[config.mk]
export PLATFORM = sky130hd
export DESIGN_NAME = parking_gate_ctrl
export DESIGN_NICKNAME = d
export VERILOG_FILES = /design/src/rtl/parking_gate_ctrl.sv
export SDC_FILE = /design/constraint.sdc
export NUM_CORES = 1
export LEC_CHECK = 0
export CORE_AREA = 2 2 39 41
export CTS_BUF_LIST = sky130_fd_sc_hd__clkbuf_4
export DETAILED_ROUTE_END_ITERATION = 7
export DIE_AREA = 0 0 41 43
export HOLD_SLACK_MARGIN = 0.06
export PLACE_DENSITY = 0.93
export RECOVER_POWER = 100
export SETUP_SLACK_MARGIN = 0.02
export SLEW_MARGIN = 10
export SYNTH_ARGS = -nofsm -noshare
export SYNTH_HDL_FRONTEND = slang
export SYNTH_SLANG_ARGS = --single-unit
export TNS_END_PERCENT = 5
[constraint.sdc]
create_clock -name clk -period 3.6 [get_ports clk]
set_clock_uncertainty 0.05 [all_clocks]
set_input_delay 0.9 -clock clk [delete_from_list [all_inputs] [get_ports clk]]
set_output_delay 0.9 -clock clk [all_outputs]
set_load 0.005 [all_outputs]
[src/rtl/parking_gate_ctrl.sv]
// Gate sequencer: synchronizes the two beam sensors, tracks entry/exit sequences and
// pulses the occupancy counter, with full/empty flags and reject/illegal-sequence pulses.
module parking_gate_ctrl #(
   parameter int WIDTH    = 4,
   parameter int CAPACITY = 25
) (
   input  logic           clk,
   input  logic           reset,
   input  logic           a,
   input  logic           b,
   input  logic [WIDTH:0] occ,
   output logic           inc,
   output logic           dec,
   output logic           full,
   output logic           empty,
   output logic           reject,
   output logic           err
);

   localparam logic [WIDTH:0] CAP_OCC = (WIDTH+1)'(CAPACITY);

   typedef enum logic [2:0] {
      IDLE, EN1, EN2, EN3, EX1, EX2, EX3, ERR
   } state_t;

   state_t     state, next_state;
   logic       a_meta, a_sync, b_meta, b_sync;
   logic [1:0] sens;
   logic       entry_evt, exit_evt;
   logic       inc_next, dec_next, reject_next, err_next;

   // Raw sensors are asynchronous to clk, so each gets two flops before the FSM sees it
   always_ff @(posedge clk) begin
      if (reset) begin
         a_meta <= 1'b0;
         a_sync <= 1'b0;
         b_meta <= 1'b0;
         b_sync <= 1'b0;
      end else begin
         a_meta <= a;
         a_sync <= a_meta;
         b_meta <= b;
         b_sync <= b_meta;
      end
   end

   assign sens = {a_sync, b_sync};

   always_ff @(posedge clk) begin
      if (reset) begin
         full  <= 1'b0;
         empty <= 1'b1;
      end else begin
         full  <= (occ >= CAP_OCC);
         empty <= (occ == '0);
      end
   end

   always_comb begin
      next_state  = state;
      entry_evt   = 1'b0;
      exit_evt    = 1'b0;
      inc_next    = 1'b0;
      dec_next    = 1'b0;
      reject_next = 1'b0;
      err_next    = 1'b0;

      case (state)
         IDLE: case (sens)
            2'b10:   next_state = EN1;
            2'b01:   next_state = EX1;
            2'b00:   next_state = IDLE;
            default: next_state = ERR;
         endcase
         EN1: case (sens)
            2'b11:   next_state = EN2;
            2'b00:   next_state = IDLE;
            2'b10:   next_state = EN1;
            default: next_state = ERR;
         endcase
         EN2: case (sens)
            2'b01:   next_state = EN3;
            2'b10:   next_state = EN1;
            2'b11:   next_state = EN2;
            default: next_state = ERR;
         endcase
         EN3: case (sens)
            2'b00: begin
               next_state = IDLE;
               entry_evt  = 1'b1;
            end
            2'b11:   next_state = EN2;
            2'b01:   next_state = EN3;
            default: next_state = ERR;
         endcase
         EX1: case (sens)
            2'b11:   next_state = EX2;
            2'b00:   next_state = IDLE;
            2'b01:   next_state = EX1;
            default: next_state = ERR;
         endcase
         EX2: case (sens)
            2'b10:   next_state = EX3;
            2'b01:   next_state = EX1;
            2'b11:   next_state = EX2;
            default: next_state = ERR;
         endcase
         EX3: case (sens)
            2'b00: begin
               next_state = IDLE;
               exit_evt   = 1'b1;
            end
            2'b11:   next_state = EX2;
            2'b10:   next_state = EX3;
            default: next_state = ERR;
         endcase
         ERR: begin
            if (sens == 2'b00) begin
               next_state = IDLE;
            end
         end
         default: next_state = IDLE;
      endcase

      // err fires only on the edge into ERR, plus an exit seen while the lot is already empty
      if (next_state == ERR && state != ERR) begin
         err_next = 1'b1;
      end
      if (entry_evt) begin
         if (full) begin
            reject_next = 1'b1;
         end else begin
            inc_next = 1'b1;
         end
      end
      if (exit_evt) begin
         if (empty) begin
            err_next = 1'b1;
         end else begin
            dec_next = 1'b1;
         end
      end
   end

   always_ff @(posedge clk) begin
      if (reset) begin
         state  <= IDLE;
         inc    <= 1'b0;
         dec    <= 1'b0;
         reject <= 1'b0;
         err    <= 1'b0;
      end else begin
         state  <= next_state;
         inc    <= inc_next;
         dec    <= dec_next;
         reject <= reject_next;
         err    <= err_next;
      end
   end

endmodule

* Word-level counts from Yosys, hierarchy flattened
Index checks and enable logic that the tools add are counted.
** Word-level totals
- Register bits after elaboration :: 13
- Input bits :: 9
- Logic and storage cells :: 50
- Output and inout port bits :: 6
** Cells by class
- Reduce and logical (&&, ||, !) cells :: 6
- Equal/unequal tests :: 12
- Muxes and demuxes :: 18
- Order comparisons :: 1
- Bitwise logic cells :: 2
** Operator list (number)
- $pmux W3 S3 :: 6
- $pmux W3 S8 :: 1
- $eq A3 B3 Y1 const B :: 5
- $mux W1 :: 9
- $eq A3 B2 Y1 const B :: 2
- $pmux W2 S3 :: 1
- $ge A5 B5 Y1 const B :: 1
- $logic_not A5 Y1 :: 1
- $eq A2 B2 Y1 const B :: 2
- $reduce_or A2 Y1 :: 2
- $eq A3 B1 Y1 const B :: 1
- $logic_not A3 Y1 :: 1
- $mux W3 :: 1
- $ne A3 B3 Y1 const B :: 1
- $eq A2 B1 Y1 const B :: 1
- $logic_not A2 Y1 :: 1
- $not A1 Y1 :: 2
- $logic_and A1 B1 Y1 :: 1

* Logic depth before layout (Yosys ltp)
Gate-level depths: netlist (run 1).
- Depth after elaboration :: 8
- Mapped depth :: 6
- Gate-level depth less buffers :: 6

* Worst setup path before layout (run 1)
No wires, ideal clock.
- Path kind :: input to register
- Start point :: input reset
- End point :: register err
- Stages :: 3
- Library setup time :: 60 ps
- Data required time :: 3490 ps
- Setup slack :: 1925 ps
- Data arrival time :: 1565 ps
- Buffers on the path :: 0
- Path through :: a221o_1 > a311oi_1 > a32o_1
** RTL lines
- from (decl) :: line 8 : input logic reset,
- to (signal assigned) :: line 157 : err <= err_next;
- to (decl) :: line 17 : output logic err

* Worst setup path in the final report (run 1)
- Start point :: register empty
- End point :: output empty
** RTL lines
- from (decl) :: line 15 : output logic empty,
- from (signal assigned) :: line 55 : empty <= (occ == '0);
No word-level cell between the ends.

==> results of run 1 <==
-- worst paths after layout --
path                from      to
hold reg to reg     full  reject
setup / recovery   empty   empty
hold / removal      full  reject
setup reg to reg  a_sync     err
-- cell usage after synthesis (2+ instances only) --
master / instances
a221o_1: 2
and2_1: 2
dfxtp_1: 13
ha_1: 7
inv_1: 4
mux2i_1: 2
nand2_1: 7
nand2b_1: 5
nor2_1: 3
nor2b_1: 6
nor3_1: 4
nor4_1: 3
or3_1: 2
-- flip-flops by register name (all words and copies together) (netlist names) --
| register | flops |
|---|---|
| err | 1 |
| state | 3 |
| b_sync | 1 |
| b_meta | 1 |
| a_meta | 1 |
| dec | 1 |
| reject | 1 |
| empty | 1 |
| full | 1 |
| a_sync | 1 |
| inc | 1 |
-- report_power, final --
group          internal (mW)  switching [mW]  leakage (nW)
sequential             0.152          0.0195         0.106
combinational         0.0403          0.0282         0.254
clock                 0.0505          0.0458        0.0184
-- metal layers --
layer,vias to the layer above,track usage,part of all wire,wire [um]
li1,296,-,-,-
met1,270,0.219,0.41,538
met2,26,0.300,0.51,676
met3,4,0.0628,0.066,88
met4,0,0.100,0.016,21
met5,-,0,0,0
-- kinds of logic (layout without fill, tap and decap cells) --
group / Yosys count / after routing / synth area share
simple gates: 34 / 34 / 0.268
buf+inv: 7 / 22 / 0.0551
fa+ha+maj: 7 / 7 / 0.124
compound gates: 11 / 11 / 0.133
flops: 13 / 13 / 0.369
mux: 3 / 3 / 0.0497
-- cell type report --
class                   count  area (um^2)
well taps                  16         20.0
inverters                   4         15.0
repair buffers             14          140
multi-input cells          55          405
clock buffers               4         30.0
flip-flops and latches     13          260
fillers                   108          513
-- per-stage QoR --
| step | setup slack, ns | utilization | cells | area, um^2 | hold slack (ns) |
|---|---|---|---|---|---|
| finish | 1.43 | 0.629 | 106 | 871 | 0.401 |
| global route | 1.40 | 0.629 | 106 | 871 | 0.421 |
| CTS | 1.50 | 0.629 | 106 | 871 | 0.408 |
| detailed placement | 1.32 | 0.608 | 102 | 841 | 0.391 |
| global placement | 1.34 | 0.608 | 102 | 841 | 0.384 |
| floorplan | 1.93 | - | 75 | 704 | 0.364 |
==> summary.txt, run 1 <==
Status
  • Outcome: completed

Logic synthesis
  • Synth cell types: 28
  • Syn avg cell area: 9.39 um^2
  • Top post-synthesis cells by area: dfxtp_1 37%, ha_1 12%, nor2b_1 5.3%
  • Area leader, netlist: dfxtp_1
  • Ys async rst share: 0
  • Synth Cell Area: 704 um^2
  • Yosys reg bits: 13
  • Post-synth EDFFs: 0
  • Ys Warns: 0
  • Mapped Nets: 91
  • Mapped Cells: 75
  • Share of the synthesized area in the top cell type: 0.369
  • Main synth FF type: dfxtp_1
  • Register area share after synthesis: 0.369

Detailed routing
  • Vias per cell: ~5.6
  • DR iter-0 viols: 29
  • Routed Antenna Nets: 0
  • TritonRoute pass-1 iters: 4
  • Via count: approximately 600
  • WL final: 1.32 mm
  • Avg WL per Cell: ~12 um
  • DRC: 0

Timing
  • Slew Viols, Final: 0
  • Worst-margin pin slew: 0.538 ns
  • Setup TNS: 0 ns
  • Endpoints failing setup: 0
  • Fin. Hold Viols: 0
  • Final min period: 2.17 ns
  • Fmax achieved: 462 MHz
  • RSZ-0062 raised after global routing: no
  • Share of the clock period used by the worst path: 0.602
  • Rel. slew slack: 0.641

Power and ir drop
  • VDD IR max: 0.000286 V
  • Pwr Total: 0.337 mW
  • Leakage power: 0.379 nW
  • PwrDens: roughly 390 mW/mm^2

Floorplan
  • Die area: 0.00176 mm^2
  • CORE AREA: 0.00138 mm^2
  • Core Rows: 14
  • Die H: 43 um
  • Die width: 41 um
  • Initial core utilization: 0.509
  • Ports: 15

Worst setup path
  • Startpoint Class: register
  • Critical Path, Cell by Cell: dlygate4sd3_1
  • R2r worst-path depth: 6
  • Arrival @ worst endpoint: between 1 and 1.5 ns
  • Crit Path Max Fanout: 3
  • Cell count along the critical path: 1
  • Slowest CP cell: dlygate4sd3_1
  • Crit end category: primary output
  • Worst path top cell family by delay: buffers and inverters
  • CP Class: reg -> out
  • Worst Path Buf+Inv: 1
  • R2R Setup Slk: between 1.5 and 2 ns
  • Crit path required time: 2.65 ns
  • CP peak stage delay: 0.57 ns

Clock network
  • TritonCTS Sinks: 13
  • Worst-path clk slew: 0.08 ns
  • CTS tree: built
  • Clk_lat worst skew: 0.28 ns
  • Root Buffer: clkbuf_4
  • Total CTS buffers: 3
  • Post-CTS Setup Repair Bufs: 0
  • CTS H-tree lvls: 1
  • Clock Tree Buf Depth: 2
  • Post-cts gate resize count: 0
  • Cts hold-fix bufs: 0

Global routing
  • Largest net degree at the start of global routing: 17
  • Number of global-route vias before repair: 539
  • Initial antenna violation count: 0
  • First-pass GRT wire length: 2.23 mm
  • Tot GR Track Use: 0.191
  • Total gr overflow: 0

Worst hold path
  • Hold path depth: 2
  • Worst min path class: reg -> reg

Finish
  • Diode count: 0
  • Most common cell after layout, fill and taps aside: dfxtp_1
  • Final net count: approximately 110
  • Most frequent cells in the layout: 13 x dfxtp_1, 7 x nand2_1, 7 x ha_1, 7 x clkdlybuf4s50_1, 7 x dlygate4sd3_1
  • Area delta synth->final: 23.6%
  • Share of layout cells above drive strength 1: 0.0778

Placed design
  • GPL Wtd Cong: 0.759
  • DP HPWL: 1.00 mm
  • Buffers on Ports: 14

Job
  • Max Cap Viol: 0
Note: power is estimated with default switching activity, not from simulation.
==> run 2: changes to the inputs <==
--- a/config.mk
+++ b/config.mk
@@ -5,12 +5,11 @@
 export SDC_FILE = /design/constraint.sdc
 export NUM_CORES = 1
 export LEC_CHECK = 0
-export CORE_AREA = 2 2 39 41
+export CORE_UTILIZATION = 46
 export CTS_BUF_LIST = sky130_fd_sc_hd__clkbuf_4
 export DETAILED_ROUTE_END_ITERATION = 7
-export DIE_AREA = 0 0 41 43
 export HOLD_SLACK_MARGIN = 0.06
-export PLACE_DENSITY = 0.93
+export PLACE_DENSITY = 0.86
 export RECOVER_POWER = 100
 export SETUP_SLACK_MARGIN = 0.02
 export SLEW_MARGIN = 10
==> constraint.sdc (replaced) <==
create_clock -name clk -period 1.9 [get_ports clk]
set_clock_uncertainty 0.05 [all_clocks]
set_input_delay 0.475 -clock clk [delete_from_list [all_inputs] [get_ports clk]]
set_output_delay 0.475 -clock clk [all_outputs]
set_load 0.005 [all_outputs]
==> run 2 against run 1 <==
Effect of this change:
- combinational power grew 97%
- worst hold slack got worse by 0.0076 ns
- worst setup slack got worse by 1.3 ns
==> summary.txt, run 2 (same netlist as run 1, synthesis figures left out) <==
Finish
  • Final net count: 109 (was 107)
  • Most common cell after layout, fill and taps aside: dfxtp_1 (unchanged)
  • Share of layout cells above drive strength 1: 0.0978 (was 0.0778)
  • Max reg flops: 3 (unchanged)
  • Final std cells w/o fill: 107 (was 106)
  • Largest register by flop count: state (unchanged)
  • Diode count: 0 (unchanged)
  • Area delta synth->final: 25.2% (was 23.6%)
  • Most frequent cells in the layout: 12 x dfxtp_1, 7 x nand2_1, 7 x ha_1, 7 x clkdlybuf4s50_1, 7 x dlygate4sd3_1 (was 13 x dfxtp_1, 7 x nand2_1, 7 x ha_1, 7 x clkdlybuf4s50_1, 7 x dlygate4sd3_1)

Placed design
  • GPL Wtd Cong: 0.782 (was 0.759)
  • Buffers on Ports: 14 (unchanged)
  • DP HPWL: 1.06 mm (was 1.00 mm)
  • Placed cell count: 103 (was 102)

Worst setup path
  • Critical Path Source: empty (unchanged)
  • CP Class: reg -> out (unchanged)
  • Worst path top cell family by delay: buffers and inverters (unchanged)
  • Critical Path, Cell by Cell: dlygate4sd3_1 (unchanged)
  • Slowest CP cell: dlygate4sd3_1 (unchanged)
  • Worst Path Buf+Inv: 1 (unchanged)
  • Crit path required time: 1.37 ns (was 2.65 ns)
  • Arrival @ worst endpoint: 1.21 ns (was 1.22 ns)
  • CP peak stage delay: 0.58 ns (was 0.57 ns)
  • Crit end category: primary output (unchanged)
  • FF-to-FF Start: b_sync (was a_sync)
  • Startpoint Class: register (unchanged)
  • Crit Path Max Fanout: 3 (unchanged)

Floorplan
  • CORE AREA: 0.00137 mm^2 (was 0.00138 mm^2)
  • Die H: 41.1 um (was 43 um)
  • Initial core utilization: 0.516 (was 0.509)
  • Core Rows: 13 (was 14)
  • Ports: 15 (unchanged)
  • Die area: 0.00169 mm^2 (was 0.00176 mm^2)
  • Die width: 41.1 um (was 41 um)

Worst hold path
  • Worst min path class: reg -> reg (unchanged)
  • Worst hold start: a_meta (was full)

Clock network
  • Total CTS buffers: 3 (unchanged)
  • Cts hold-fix bufs: 0 (unchanged)
  • Worst-path clk slew: 0.08 ns (about the same)
  • TritonCTS Sinks: 13 (unchanged)
  • Clk_lat worst skew: 0.27 ns (was 0.28 ns)
  • Root Buffer: clkbuf_4 (unchanged)
  • Post-CTS Setup Repair Bufs: 0 (unchanged)
  • CTS tree: built (unchanged)
  • Clock Tree Buf Depth: 2 (unchanged)
  • CTS H-tree lvls: 1 (unchanged)
  • Post-cts gate resize count: 0 (unchanged)

Power and ir drop
  • Sw Pwr: 0.172 mW (was 0.0934 mW)
  • PwrDens: 721 mW/mm^2 (was 386 mW/mm^2)
  • Internal power: 0.464 mW (was 0.243 mW)
  • Leakage power: 0.385 nW (was 0.379 nW)
  • VDD IR max: 0.000636 V (was 0.000286 V)
  • Sw Share: 0.271 (was 0.278)
  • Share of total power in the clock network: 0.284 (was 0.286)
  • Sequential Power Share: 0.504 (was 0.510)
  • Logic gate share of total power: 0.212 (was 0.204)

Global routing
  • Number of global-route vias before repair: 482 (was 539)
  • Total gr overflow: 0 (unchanged)
  • Largest net degree at the start of global routing: 14 (was 17)
  • First-pass GRT wire length: 2.03 mm (was 2.23 mm)
  • Tot GR Track Use: 0.191 (about the same)
  • Initial antenna violation count: 0 (unchanged)

Timing
  • Slew Viols, Final: 0 (unchanged)
  • Endpoints failing setup: 0 (unchanged)
  • Share of the clock period used by the worst path: 0.915
  • RSZ-0062 raised after global routing: no (unchanged)
  • Fmax achieved: approximately 570 MHz
  • Setup TNS: 0 ns (unchanged)
  • Rel. slew slack: 0.733 (was 0.641)
  • Worst-margin pin slew: 0.400 ns (was 0.538 ns)
  • Final min period: 1.74 ns
  • Fin. Hold Viols: 0 (unchanged)

Detailed routing
  • Via count: 596 (unchanged)
  • Avg WL per Cell: 12.4 um (was 12.5 um)
  • DR iter-0 viols: 18 (was 29)
  • Routed Antenna Nets: 0 (unchanged)
  • TritonRoute pass-1 iters: 4 (unchanged)
  • WL final: 1.33 mm (was 1.32 mm)
  • DRC: 0 (unchanged)
  • Vias per cell: 5.57 (was 5.62)

Job
  • Max Cap Viol: 0 (unchanged)

Status
  • Outcome: completed (unchanged)
run 2: power groups by stage:
stage / sequential [mW] / combinational, mW / clock (mW)
6_report: 0.321 / 0.135 / 0.180
5_1_grt: 0.325 / 0.150 / 0.196
4_1_cts: 0.320 / 0.137 / 0.190
3_5_place_dp: 0.326 / 0.137 / 0
3_3_place_gp: 0.326 / 0.134 / 0
2_1_floorplan: 0.306 / 0.116 / 0
run 2: per-layer routing:
metal,global-route usage,share of wire,vias up
met2,0.324,0.50,23
met5,0,0,-
met1,0.218,0.43,274
met3,0.0978,0.067,2
met4,0.0242,0.0045,0
li1,-,-,297
run 2: through the flow:
stage	instance area (um^2)	setup WS (ns)	utilization	power, mW	hold slack (ns)
4_1_cts	885	0.112	0.647	0.646	0.403
3_3_place_gp	855	0.132	0.625	0.460	0.376
6_report	882	0.161	0.646	0.636	0.393
5_1_grt	882	0.0525	0.646	0.671	0.418
2_1_floorplan	704	0.227	-	0.422	0.364
3_5_place_dp	855	0.127	0.625	0.463	0.381
run 2: final timing paths:
check	end	slack [ns]	cells past startpoint
worst max register to register	err	0.17	6
worst max-delay path	empty	0.16	1
worst min register to register	a_sync	0.39	1
worst min-delay path	a_sync	0.39	1
run 2: area by class of cell:
| cell class | instances | area, um^2 |
|---|---|---|
| sequential | 13 | 262 |
| inverter | 4 | 15.0 |
| clock buffer | 4 | 30.0 |
| timing repair buffer | 16 | 151 |
| tap | 15 | 18.8 |
| multi-input combinational | 55 | 405 |
| fill | 122 | 484 |
